$ cat src/rtl/booth_multiplier.sv
// booth_multiplier: iterative signed WIDTH x WIDTH radix-4 Booth multiplier with start/ready handshake.
// Optional MULT_EARLY_EXIT_EN: zero operands bypass the Booth steps and finish in one cycle.
module booth_multiplier #(
    parameter int WIDTH = 32
) (
    input  logic             clock,
    input  logic             reset,
    input  logic [WIDTH-1:0] data_operandA,
    input  logic [WIDTH-1:0] data_operandB,
    input  logic             ctrl_MULT,
    output logic [WIDTH-1:0] data_result,
    output logic             data_exception,
    output logic             data_resultRDY
);
    localparam int PW = 2*WIDTH+3;
    localparam int CW = $clog2(WIDTH/2+1);
    typedef enum logic [1:0] {IDLE, BUSY, DONE} state_t;
    state_t state, state_nxt;
    logic [WIDTH+1:0] mcand, mcand2, addend, sum;
    logic [PW-1:0] prod, prod_nxt;
    logic [2*WIDTH-1:0] full;
    logic [CW-1:0] cnt;
    logic last, zero_op;
    always_comb begin
        mcand2 = {mcand[WIDTH:0], 1'b0};
        addend = (prod[2:0] == 3'b011) ? mcand2 :
                 (prod[2:0] == 3'b100) ? -mcand2 :
                 (prod[2:0] == 3'b001 || prod[2:0] == 3'b010) ? mcand :
                 (prod[2:0] == 3'b101 || prod[2:0] == 3'b110) ? -mcand : '0;
        sum = prod[PW-1:WIDTH+1] + addend;
        prod_nxt = $signed({sum, prod[WIDTH:0]}) >>> 2;
        full = prod_nxt[2*WIDTH:1];
        last = cnt == CW'(WIDTH/2-1);
`ifdef MULT_EARLY_EXIT_EN
        zero_op = data_operandA == '0 || data_operandB == '0;
`else
        zero_op = 1'b0;
`endif
        state_nxt = ctrl_MULT ? (zero_op ? DONE : BUSY) :
                    state == BUSY ? (last ? DONE : BUSY) : IDLE;
    end
    always_ff @(posedge clock or posedge reset) begin
        if (reset) begin
            state <= IDLE;
            mcand <= '0;
            prod <= '0;
            cnt <= '0;
            data_result <= '0;
            data_exception <= 1'b0;
        end else begin
            state <= state_nxt;
            if (ctrl_MULT) begin
                mcand <= {{2{data_operandA[WIDTH-1]}}, data_operandA};
                prod <= {{(WIDTH+2){1'b0}}, data_operandB, 1'b0};
                cnt <= '0;
                data_result <= '0;
                data_exception <= 1'b0;
            end else if (state == BUSY) begin
                prod <= prod_nxt;
                cnt <= cnt + CW'(1);
                if (last) begin
                    data_result <= full[WIDTH-1:0];
                    data_exception <= ~(&full[2*WIDTH-1:WIDTH-1] | ~|full[2*WIDTH-1:WIDTH-1]);
                end
            end
        end
    end
    assign data_resultRDY = state == DONE;
endmodule

$ cat config.mk
export PLATFORM = sky130hd
export DESIGN_NAME = booth_multiplier
export DESIGN_NICKNAME = d
export VERILOG_FILES = /design/src/rtl/booth_multiplier.sv
export SDC_FILE = /design/constraint.sdc
export NUM_CORES = 1
export LEC_CHECK = 0
export BUFFER_PORTS_ARGS = -buffer_cell sky130_fd_sc_hd__buf_2
export CORE_MARGIN = 4
export CORE_UTILIZATION = 38
export CTS_CLUSTER_DIAMETER = 80
export DETAILED_ROUTE_END_ITERATION = 12
export PLACE_DENSITY_LB_ADDON = 0.15
export SYNTH_ARGS = -nofsm -noshare
export SYNTH_HDL_FRONTEND = slang
export SYNTH_SLANG_ARGS = --single-unit
$ cat constraint.sdc
create_clock -name clock -period 11.4 [get_ports clock]
set_input_delay 1.14 -clock clock [delete_from_list [all_inputs] [get_ports clock]]
set_output_delay 1.14 -clock clock [all_outputs]
set_load 0.1 [all_outputs]
Yosys cells after proc, flatten, opt, wreduce, memory -nomap -nowiden
Index checks and enable logic that the tools add are counted.
{ "totals": {"wordCells": 46, "reg_bits": 139} }
{ "op_classes": {"n_eq_ne": 9, "n_reduce_logical": 8, "n_bitwise": 2, "n_addsub": 4, "muxes": 17} }
{ "op_table": {"columns": ["operator", "n"], "rows": [
  ["two-way mux 34 bit", 4],
  ["two-way mux 67 bit", 2],
  ["two-way mux 32 bit", 3],
  ["negation 34 bit", 2],
  ["adder 34 bit", 1],
  ["AND reduction 33 bit", 1],
  ["OR reduction 33 bit", 1],
  ["two-way mux 5 bit", 2],
  ["equality test 3 bit, second input constant", 3],
  ["equality test 3 x 2 -> 1 bit, second input constant", 2],
  ["two-way mux 2 bit", 3],
  ["adder 5 x 1 -> 5 bit, second input constant", 1],
  ["equality test 5 x 4 -> 1 bit, second input constant", 1],
  ["nonzero test 2 bit", 2],
  ["equality test 3 x 1 -> 1 bit, second input constant", 1],
  ["two-way mux 1 bit", 3],
  ["equality test 2 x 1 -> 1 bit, second input constant", 1],
  ["equality test 2 bit, second input constant", 1],
  ["logical OR 1 bit", 2],
  ["AND reduction 2 bit", 1],
  ["zero test 1 bit", 1],
  ["inverter 1 bit", 1],
  ["bitwise OR 1 bit", 1]
]} }

Depth between registers and ports, before layout
Gate-level depths: netlist of the first run.
{ "depth": {"word_depth": 14, "depth_mapped": 24, "depth_no_buf": 23} }

Worst setup path before layout of the first run
Ideal clock, no wire load.
{ "synth_path": {"path_type": "reg-to-reg", "startpoint": "reg mcand[1]", "endpoint": "reg data_exception", "required_time_ns": 11.277, "path_slack_ns": 6.087, "path_stages_with_launch": 25, "t_arrival_ns": 5.191, "setup_time_ns": 0.123, "period_less_slack_ns": 5.313, "path_cell_list": "dfrtp_1 inv_1 ha_1 nor3b_1 and3_1 and2_1 and4b_1 nand2_1 or3_1 a211o_1 o21ai_1 o21a_1 a221oi_1 ha_1 clkbuf_1 and3_1 nand2_1 or4_1 a211oi_1 or2_1 nand4b_1 o211ai_1 nand4_1 or4_1 o2111a_1"} }
{ "synth_between": {"elab_chain_len": 13, "elab_cells_between_ends": 15, "cone_classes": "add/sub: 3; mux: 7; bitwise: 2; reduce/logical: 3"} }
{ "synth_lines": {"columns": ["item", "line_no", "text"], "rows": [
  ["start: declaration", "19", "logic [WIDTH+1:0] mcand, mcand2, addend, sum;"],
  ["start signal: assignment", "53", "mcand <= {{2{data_operandA[WIDTH-1]}}, data_operandA};"],
  ["negation 34 bit", "29", "(prod[2:0] == 3'b101 || prod[2:0] == 3'b110) ? -mcand : '0;"],
  ["two-way mux 34 bit", "29", null],
  ["two-way mux 34 bit", "28", "(prod[2:0] == 3'b001 || prod[2:0] == 3'b010) ? mcand :"],
  ["two-way mux 34 bit", "27", "(prod[2:0] == 3'b100) ? -mcand2 :"],
  ["two-way mux 34 bit *", "26", "addend = (prod[2:0] == 3'b011) ? mcand2 :"],
  ["adder 34 bit *", "30", "sum = prod[PW-1:WIDTH+1] + addend;"],
  ["OR reduction 33 bit", "63", "data_exception <= ~(&full[2*WIDTH-1:WIDTH-1] | ~|full[2*WIDTH-1:WIDTH-1]);"],
  ["zero test 1 bit", "63", null],
  ["bitwise OR 1 bit *", "63", null],
  ["inverter 1 bit *", "63", null],
  ["two-way mux 1 bit *", "61", "if (last) begin"],
  ["two-way mux 1 bit *", "58", "end else if (state == BUSY) begin"],
  ["two-way mux 1 bit *", "52", "if (ctrl_MULT) begin"],
  ["end signal: assignment", "63", null],
  ["end: declaration", "12", "output logic data_exception,"]
]} }
Every way passes the cells marked *; elsewhere a longest branch is shown, timed or not. The select of a mux whose other input is x is not followed.
A chain may end at the register's enable or synchronous reset.

Worst setup path in the final report of the first run
Ends and elaborated chain as after synthesis.

==> flow_summary.json, run 1 <==
{
  "status": "finished clean",
  "path_cells": "inv_1, ha_1, nor3b_1, and3_1, and2_1, and4b_1, nand2_1, or3_1, a211o_1, o21ai_1, o21a_1, a221oi_1, ha_1, and3_1, nand2_1, or4_1, a211oi_1, or2_1, nand4b_1, o211ai_1, nand4_1, or4_1, o2111a_1",
  "setup_viol": 0,
  "fin_tns_setup_ps": 0,
  "synth-main-ff-cell": "dfrtp_1",
  "fmax_mhz": 157,
  "rsz0062_at_grt": "no",
  "initial_core_util_pct": 38.5,
  "cts_setup_buffers": 0,
  "cts_tree": "yes",
  "async_reset_ff_share_pct": 100,
  "syn_to_final_growth_pct": 12.4,
  "track_usage_pct": 20.8,
  "total_leakage_power_nw": 4.98,
  "hold_class": "reg2reg",
  "met3WireLength_um": 1960,
  "drt.antenna.violating_nets": 0,
  "grt_pass1_wl_um": 49000,
  "die_w_um": 170,
  "drt-pass1-iter-count": 5,
  "dp_worst_setup_slack_ps": 5200,
  "synth-simple-area-share_pct": 20.8,
  "top_layer_used": "met5",
  "final_nets": 1384,
  "switching_share_pct": 43.5,
  "boundaryPins": 101,
  "synth_nets": 1343,
  "portBuffers": 100,
  "worstMarginPinSlew_ps": 1040,
  "drive_gt1_share_pct": 15.9,
  "p_int_mw": 1.25,
  "vias_per_cell": 5.75,
  "endpoint_kind": "flip-flop",
  "wl_met2_um": 13800,
  "cts_resized": 0,
  "grt_max_degree": 85,
  "power.switching_mw": 0.964,
  "ctsHoldBuffers": 0,
  "max_stage_delay_ps": 490,
  "dp_hpwl_um": 21000,
  "cp-start-kind": "flip-flop",
  "yosysUniqueCellTypes": 80,
  "synth-seq-cells": 137,
  "die_h_um": 170,
  "synth_xor_area_share_pct": 3.84,
  "power.density_mw_per_mm2": 197,
  "layout_commonest_cell": "nand2_1",
  "required_ps": 11710,
  "cpMaxStageDelayCell": "or4_1",
  "power_mw": 2.22,
  "met1Wirelength_um": 13600,
  "timing.hold.ws_ps": 517,
  "peakVddDrop_uv": 101,
  "yosysSeqAreaShare_pct": 34.3,
  "finalMaxSlewViolations": 0,
  "rows": 59,
  "via_count": 9358,
  "min_period_ps": 6360,
  "clkSinkCount": 137,
  "syn-instance-count": 1239,
  "drt_wl_total_um": 30100,
  "synth_top_family_by_area": "compound AO/OA/AOI/OAI gates",
  "numCtsBuffers": 17,
  "cts_htree_levels": 4,
  "wl_per_cell_um": 18.5,
  "worstSetupPathType": "reg2reg",
  "synth-edff-count": 0,
  "cts_root_buf": "clkbuf_16",
  "final-hold-violation-count": 0,
  "power_frac_clock_pct": 25.3,
  "worst_ep_arrival_time_ps": 6680,
  "drcViolationCount": 0,
  "post-route-period-util_pct": 55.8,
  "drt_iter0_drc": 649,
  "syn_area_mm2": 0.00999,
  "seq_power_share_pct": 28.3,
  "clk_path_buf_depth": 2,
  "diodes": 0,
  "fin_worst_skew_ps": 11.7,
  "grt_pass1_vias": 9197,
  "maxSlewHeadroom_pct": 30.1,
  "setup_slack_ps": 5040,
  "clkSlewWorstSetupHoldPaths_ps": 80,
  "crit_fanout": 7,
  "synthAdderAreaFrac_pct": 6.21,
  "grt_antenna_before_repair": 2,
  "synth_compound_area_share_pct": 23.3,
  "coreArea_mm2": 0.0260,
  "pwr-share-comb_pct": 46.4,
  "layout_common_cells": "nand2_1 (221), a21oi_1 (144), dfrtp_1 (137), buf_2 (99), nor2_1 (96)",
  "muxShareOfSynthArea_pct": 7.26,
  "ys.warnings.count": 0,
  "clk_latency_ps": 440,
  "gp_congestion": 0.928,
  "instances_no_fill": 1628,
  "maxCapViolCount": 0,
  "syn_area_per_cell_um2": 8.07,
  "dp.cells": 1596,
  "gr-total-overflow": 0,
  "dieArea_mm2": 0.0290
}
-- stage by stage --
| step | util (%) | cell area, um2 |
|---|---|---|
| 2_1_floorplan | - | 9990 |
| 3_5_place_dp | 41.0 | 10700 |
| 6_report | 43.2 | 11200 |
| 3_3_place_gp | 41.0 | 10700 |
| 5_1_grt | 43.2 | 11200 |
| 4_1_cts | 43.2 | 11200 |
-- Yosys cell counts (4+ instances only) --
cell type  count  area share (%)
nor2b_1       11            0.69
dfrtp_1      137              34
and2_1         7            0.44
or4_1          8            0.60
nor2_1        96             3.6
nand2_1      221             8.3
a221oi_1      11            0.96
a21oi_1      144             7.2
a21o_1        10            0.75
a311oi_1       4            0.35
a2111oi_0      4            0.35
and4_1         5            0.44
o21ai_0       84             4.2
or2_2          4            0.25
mux2i_1       32             3.2
xnor2_1       20             1.8
nor4_1         4            0.25
clkbuf_1      74             2.8
o211ai_1      12            0.90
ha_1          36             4.5
a31oi_1       12            0.75
inv_1         18            0.68
o22ai_1        9            0.56
o21a_1         5            0.38
xor2_1        22             1.9
and3_1         9            0.56
nand3_1       16            0.80
buf_1         11            0.41
nand2b_1       8            0.50
o221a_2        4            0.45
a211oi_1      18             1.4
or3_1         11            0.69
o21ai_1        5            0.25
o31ai_1        7            0.53
nor3_1        27             1.4
o21bai_1       4            0.30
nand4_1       12            0.75
mux2_2        34             3.8
maj3_1        15             1.5
o221ai_1       9            0.79
-- flip-flops by register name, indices dropped and copies added (netlist names) --
register        count
prod               65
data_result        32
mcand              32
state               2
cnt                 5
data_exception      1
-- final cells by class --
| class | instances | area [um2] |
|---|---|---|
| sequential | 137 | 3430 |
| timing repair buffer | 113 | 601 |
| clock inverter | 14 | 140 |
| fill | 2642 | 14700 |
| clock buffer | 18 | 429 |
| multi-input combinational | 992 | 6140 |
| inverter | 19 | 76.3 |
| tap | 335 | 419 |
-- power by group through the flow --
stage               Clock (mW)  Sequential, mW  Combinational, mW
global route             0.590           0.638               1.15
detailed placement           0           0.635               1.01
floorplan                    0           0.608              0.785
CTS                      0.574           0.627               1.02
finish                   0.561           0.627               1.03
global placement             0           0.635               1.01
-- path summary, 6_finish.rpt --
check / endpoint / slack (ps) / start / cells after the start
min: data_result[26]$_DFFE_PP0P_ / 520 / data_result[26]$_DFFE_PP0P_ / 2
max: data_exception$_DFFE_PP0P_ / 5040 / mcand[1]$_DFFE_PP0P_ / 23
min reg2reg: data_result[26]$_DFFE_PP0P_ / 520 / data_result[26]$_DFFE_PP0P_ / 2
max reg2reg: data_exception$_DFFE_PP0P_ / 5040 / mcand[1]$_DFFE_PP0P_ / 23
min in group asynchronous: data_result[26]$_DFFE_PP0P_ / 850 / reset / 2
max in group asynchronous: mcand[30]$_DFFE_PP0P_ / 9290 / reset / 3
-- critical path: cells and delay by family (launching register included) --
kind	cells	cell delay, ps
AOI/OAI and AO/OA	7	1400
adders and majority gates	2	720
buffers and inverters	1	110
DFF	1	390
and+or+nand+nor	13	3630
-- cells by family (layout without fill, tap and decap cells) --
family,count (synthesis),in the layout
AOI/OAI and AO/OA,374,374
xor gates and xnor gates,43,43
adders and majority gates,52,52
DFF,137,137
and+or+nand+nor,456,456
buffers and inverters,110,164
muxes,67,67
-- metal layers --
layer	vias to the layer above	global-route usage, %
met5	-	0
met4	4	6.18
met3	54	4.69
met2	299	33.1
met1	4420	28.5
li1	4581	-
No activity file was read; power rests on OpenSTA's default activity.
==> run 2, diff against run 1 <==
clock period = 5.65 ns   (was 11.4 ns; I/O delays follow)
==> flow_summary.json, run 2 (synthesized netlist as in run 1, its figures left out) <==
{
  "status": "finished clean",
  "min_period_ps": 5410,
  "endpoint_kind": "flip-flop",
  "grt_max_degree": 104,
  "worst_ep_arrival_time_ps": 5710,
  "top_regs": "prod x65, data_result x32, mcand x32",
  "track_usage_pct": 21.4,
  "seqCellArea_mm2": 0.00343,
  "crit_fanout": 5,
  "grt_antenna_before_repair": 1,
  "post-route-period-util_pct": 95.8,
  "layout_common_cells": "nand2_1 (221), a21oi_1 (142), dfrtp_1 (137), buf_2 (99), nor2_1 (96)",
  "layout_commonest_cell": "nand2_1",
  "drt.antenna.violating_nets": 0,
  "drt_iter0_drc": 589,
  "worstSetupPathType": "reg2reg",
  "final_core_util_pct": 45.6,
  "required_ps": 5950,
  "critPathTopFamily": "simple AND/OR/NAND/NOR gates",
  "final-hold-violation-count": 0,
  "grt_pass1_vias": 9503,
  "rr_startpoint": "mcand[0]$_DFFE_PP0P_",
  "multi_input_area_mm2": 0.00626,
  "cp_num_buf_inv": 1,
  "via_count": 9647,
  "syn_to_final_growth_pct": 18.7,
  "ctsHoldBuffers": 0,
  "fin_tns_setup_ps": 0,
  "drive_gt1_share_pct": 21.7,
  "maxCapViolCount": 0,
  "clkSinkCount": 137,
  "clkSlewWorstSetupHoldPaths_ps": 70,
  "path_cells": "inv_2, ha_4, nor3b_4, and3_4, and2_1, and4b_2, nand2_1, or3_4, a211o_1, o21ai_1, o21a_1, a221oi_2, ha_1, and3_1, nand2_1, or4_1, a211oi_2, or2_1, nand4b_1, o211ai_1, nand4_1, or4_1, o2111a_1",
  "cts_tree": "yes",
  "drt_wl_total_um": 31400,
  "final_nets": 1447,
  "worstMarginPinSlew_ps": 975,
  "dieArea_mm2": 0.0290,
  "regMostFlops": "prod",
  "gr-total-overflow": 0,
  "fin_worst_skew_ps": 20.0,
  "diodes": 0,
  "fmax_mhz": 185,
  "coreArea_mm2": 0.0260,
  "hold_class": "in2async",
  "portBuffers": 100,
  "die_w_um": 170,
  "total_leakage_power_nw": 5.32,
  "fillers": 2586,
  "max_stage_delay_ps": 490,
  "maxSlewHeadroom_pct": 35.0,
  "peakVddDrop_uv": 228,
  "finalMaxSlewViolations": 0,
  "design_area_mm2": 0.0119,
  "drcViolationCount": 0,
  "boundaryPins": 101,
  "setup.worst_path.start": "mcand[0]$_DFFE_PP0P_",
  "largest_reg_flops": 65,
  "initial_core_util_pct": 38.5,
  "clk_latency_ps": 430,
  "wl_per_cell_um": 18.5,
  "timing.hold.ws_ps": 319,
  "drt-pass1-iter-count": 5,
  "numCtsBuffers": 17,
  "vias_per_cell": 5.70,
  "cpMaxStageDelayCell": "or4_1",
  "setup_slack_ps": 239,
  "postPlaceCellArea_mm2": 0.0111,
  "power.density_mw_per_mm2": 408,
  "setup_viol": 0,
  "dp_hpwl_um": 22000,
  "cts_htree_levels": 4,
  "cts_root_buf": "clkbuf_16",
  "gp_congestion": 0.916,
  "dp_worst_setup_slack_ps": -198,
  "rows": 59,
  "cp-start-kind": "flip-flop",
  "grt_pass1_wl_um": 50100,
  "die_h_um": 170,
  "clk_path_buf_depth": 2
}
run 2: cell count changes in the layout (fill, tap and decap cells not counted), sizes merged:
cell	previous run	this run
bufinv	1	2
inv	24	25
buf	113	176
clkinvlp	1	2
clkbuf	18	19
clkinv	7	3
run 2: stage by stage:
stage          power [mW]  instances
2_1_floorplan        2.81       1239
3_3_place_gp         3.56       1651
3_5_place_dp         3.57       1651
4_1_cts              4.78       1683
5_1_grt              5.19       1691
6_report             4.84       1691
run 2: layout make-up:
type,instances,area share [%]
clock buffer,19,3.73
clock inverter,13,1.32
inverter,19,0.644
multi-input combinational,992,52.8
sequential,137,28.9
tap,335,3.53
timing repair buffer,176,9.05
run 2: repair_timing:
action | 4_1_cts | 5_1_grt
pin swaps | 0 | 5
endpoints found under the setup margin | 1 | 1
setup buffers | 0 | 8
gates resized for setup | 4 | 25
run 2: report_power, final:
part | total [mW] | internal [mW] | leakage, nW | switching [mW]
logic | 2.39 | 1.00 | 3.29 | 1.38
clock network | 1.19 | 0.677 | 0.288 | 0.517
registers | 1.26 | 1.13 | 1.75 | 0.136
total | 4.84 | 2.81 | 5.32 | 2.03
run 2: layer usage:
layer  global-route usage [%]  part of all wire [%]  vias up
met2                     33.8                    45      289
met5                        0                 0.022        -
met3                     4.97                   5.6       67
met4                     8.58                   3.7        2
li1                         -                     -     4682
met1                     28.6                    46     4607
run 2: path summary, 6_finish.rpt:
check	slack [ps]	cells past startpoint	endpoint
worst min-delay path	320	2	data_result[22]$_DFFE_PP0P_
min in group clock	340	3	prod[28]$_DFFE_PP0P_
worst max-delay path	240	23	data_exception$_DFFE_PP0P_
worst max register to register	240	23	data_exception$_DFFE_PP0P_
worst min register to register	520	2	data_result[26]$_DFFE_PP0P_
max in group asynchronous	4240	3	mcand[23]$_DFFE_PP0P_
==> run 3, diff against run 2 <==
RECOVER_POWER = 50   (was default)
==> flow_summary.json, run 3 (synthesized netlist as in run 1, its figures left out) <==
{
  "maxSlewHeadroom_pct": -165,
  "fillers": 2590,
  "worstMarginPinSlew_ps": 3970,
  "regMostFlops": "prod",
  "clkSlewWorstSetupHoldPaths_ps": 70,
  "power.density_mw_per_mm2": 409,
  "fmax_mhz": 185,
  "violations": "capacitance limit, slew limit",
  "drt-pass1-iter-count": 6,
  "clk_latency_ps": 430,
  "switching_share_pct": 42.0,
  "grt_max_degree": 104,
  "final-hold-violation-count": 0,
  "cts_tree": "yes",
  "layout_common_cells": "nand2_1 (221), a21oi_1 (142), dfrtp_1 (137), buf_2 (99), nor2_1 (96)",
  "instances_no_fill": 1691,
  "seq_power_share_pct": 26.1,
  "die_h_um": 170,
  "total_leakage_power_nw": 5.32,
  "timing.hold.ws_ps": 337,
  "cpMaxStageDelayCell": "or4_1",
  "worstSetupPathType": "reg2reg",
  "crit_fanout": 5,
  "worst_ep_arrival_time_ps": 5710,
  "rows": 59,
  "drt_iter0_drc": 577,
  "grt_pass1_vias": 9503,
  "final_core_util_pct": 45.6,
  "peakVddDrop_uv": 228,
  "cts_htree_levels": 4,
  "cp-start-kind": "flip-flop",
  "required_ps": 5950,
  "power.switching_mw": 2.04,
  "power_frac_clock_pct": 24.7,
  "min_period_ps": 5410,
  "grt_pass1_wl_um": 50100,
  "r2r_cells": 23,
  "maxCapViolCount": 2,
  "postPlaceCellArea_mm2": 0.0111,
  "coreArea_mm2": 0.0260,
  "holdPathStages": 3,
  "wl_per_cell_um": 18.6,
  "via_count": 9645,
  "syn_to_final_growth_pct": 18.6,
  "endpoint_kind": "flip-flop",
  "portBuffers": 100,
  "dp_hpwl_um": 22000,
  "pwr-share-comb_pct": 49.2,
  "drt_wl_total_um": 31400,
  "drcViolationCount": 0,
  "design_area_mm2": 0.0118,
  "boundaryPins": 101,
  "final_nets": 1447,
  "largest_reg_flops": 65,
  "post-route-period-util_pct": 95.7,
  "max_stage_delay_ps": 490,
  "gr-total-overflow": 0,
  "top_regs": "prod x65, data_result x32, mcand x32",
  "gp_congestion": 0.916,
  "power_mw": 4.85,
  "finalMaxSlewViolations": 163,
  "status": "complete, but fails checks",
  "clkSinkCount": 137,
  "vias_per_cell": 5.70,
  "p_int_mw": 2.81,
  "drive_gt1_share_pct": 21.5,
  "die_w_um": 170,
  "dp.cells": 1651,
  "grt_antenna_before_repair": 1,
  "numCtsBuffers": 17,
  "setup_viol": 0,
  "dieArea_mm2": 0.0290,
  "path_cells": "inv_2, ha_4, nor3b_4, and3_4, and2_1, and4b_2, nand2_1, or3_4, a211o_1, o21ai_1, o21a_1, a221oi_2, ha_1, and3_1, nand2_1, or4_1, a211oi_2, or2_1, nand4b_1, o211ai_1, nand4_1, or4_1, o2111a_1",
  "ctsHoldBuffers": 0,
  "track_usage_pct": 21.4,
  "clk_path_buf_depth": 2,
  "drt.antenna.violating_nets": 0,
  "fin_worst_skew_ps": 21.4,
  "hold_class": "in2reg",
  "layout_commonest_cell": "nand2_1",
  "diodes": 0,
  "cts_root_buf": "clkbuf_16",
  "initial_core_util_pct": 38.5
}
-- run 3: routing by layer --
| layer | vias to the layer above | track usage [%] | share of wire, % |
|---|---|---|---|
| met4 | 2 | 8.58 | 3.6 |
| met3 | 59 | 4.97 | 5.8 |
| met1 | 4603 | 28.6 | 46 |
| met2 | 292 | 33.8 | 45 |
| met5 | - | 0 | 0.022 |
| li1 | 4689 | - | - |
-- run 3: stage by stage --
step                setup WS (ps)  setup TNS, ps
finish                        240              0
global route                -10.9          -10.9
CTS                          12.1              0
detailed placement           -198           -198
global placement            -44.8          -44.8
floorplan                     337              0
-- run 3: power by group through the flow --
stage	clock, mW	sequential (mW)	combinational, mW
after floorplan	0	1.23	1.58
after global placement	0	1.27	2.28
after detailed placement	0	1.28	2.29
after CTS	1.22	1.26	2.30
after global routing	1.26	1.29	2.64
final	1.20	1.26	2.39
-- run 3: path summary, 6_finish.rpt --
kind / start / end / slack, ps
max: mcand[0]$_DFFE_PP0P_ / data_exception$_DFFE_PP0P_ / 240
min: data_operandB[27] / prod[28]$_DFFE_PP0P_ / 340
max reg2reg: mcand[0]$_DFFE_PP0P_ / data_exception$_DFFE_PP0P_ / 240
min reg2reg: data_result[26]$_DFFE_PP0P_ / data_result[26]$_DFFE_PP0P_ / 520
max in group asynchronous: reset / mcand[23]$_DFFE_PP0P_ / 1470
min in group asynchronous: reset / data_result[26]$_DFFE_PP0P_ / 1610
-- run 3: what timing repair did --
action | CTS | global route
cloned | 0 | 0
buffers inserted | 0 | 8
pin swaps | 0 | 5
endpoints found under the setup margin | 1 | 1
gates resized for setup | 4 | 25
-- run 3: final cells by class --
type	count	area, um2	share of cell area, %
Inverter	19	71.3	0.602
Clock inverter	13	156	1.32
Multi-Input combinational cell	992	6260	52.9
Sequential cell	137	3430	28.9
Timing Repair Buffer	176	1070	9.01
Tap cell	335	419	3.54
Clock buffer	19	443	3.74
-- run 3: critical path: cells and delay by family, from the launching register on --
kind            cells  cell delay (ps)
flops               1              420
simple gates       13             3080
compound gates      7             1190
fa+ha+maj           2              490
buf+inv             1              100
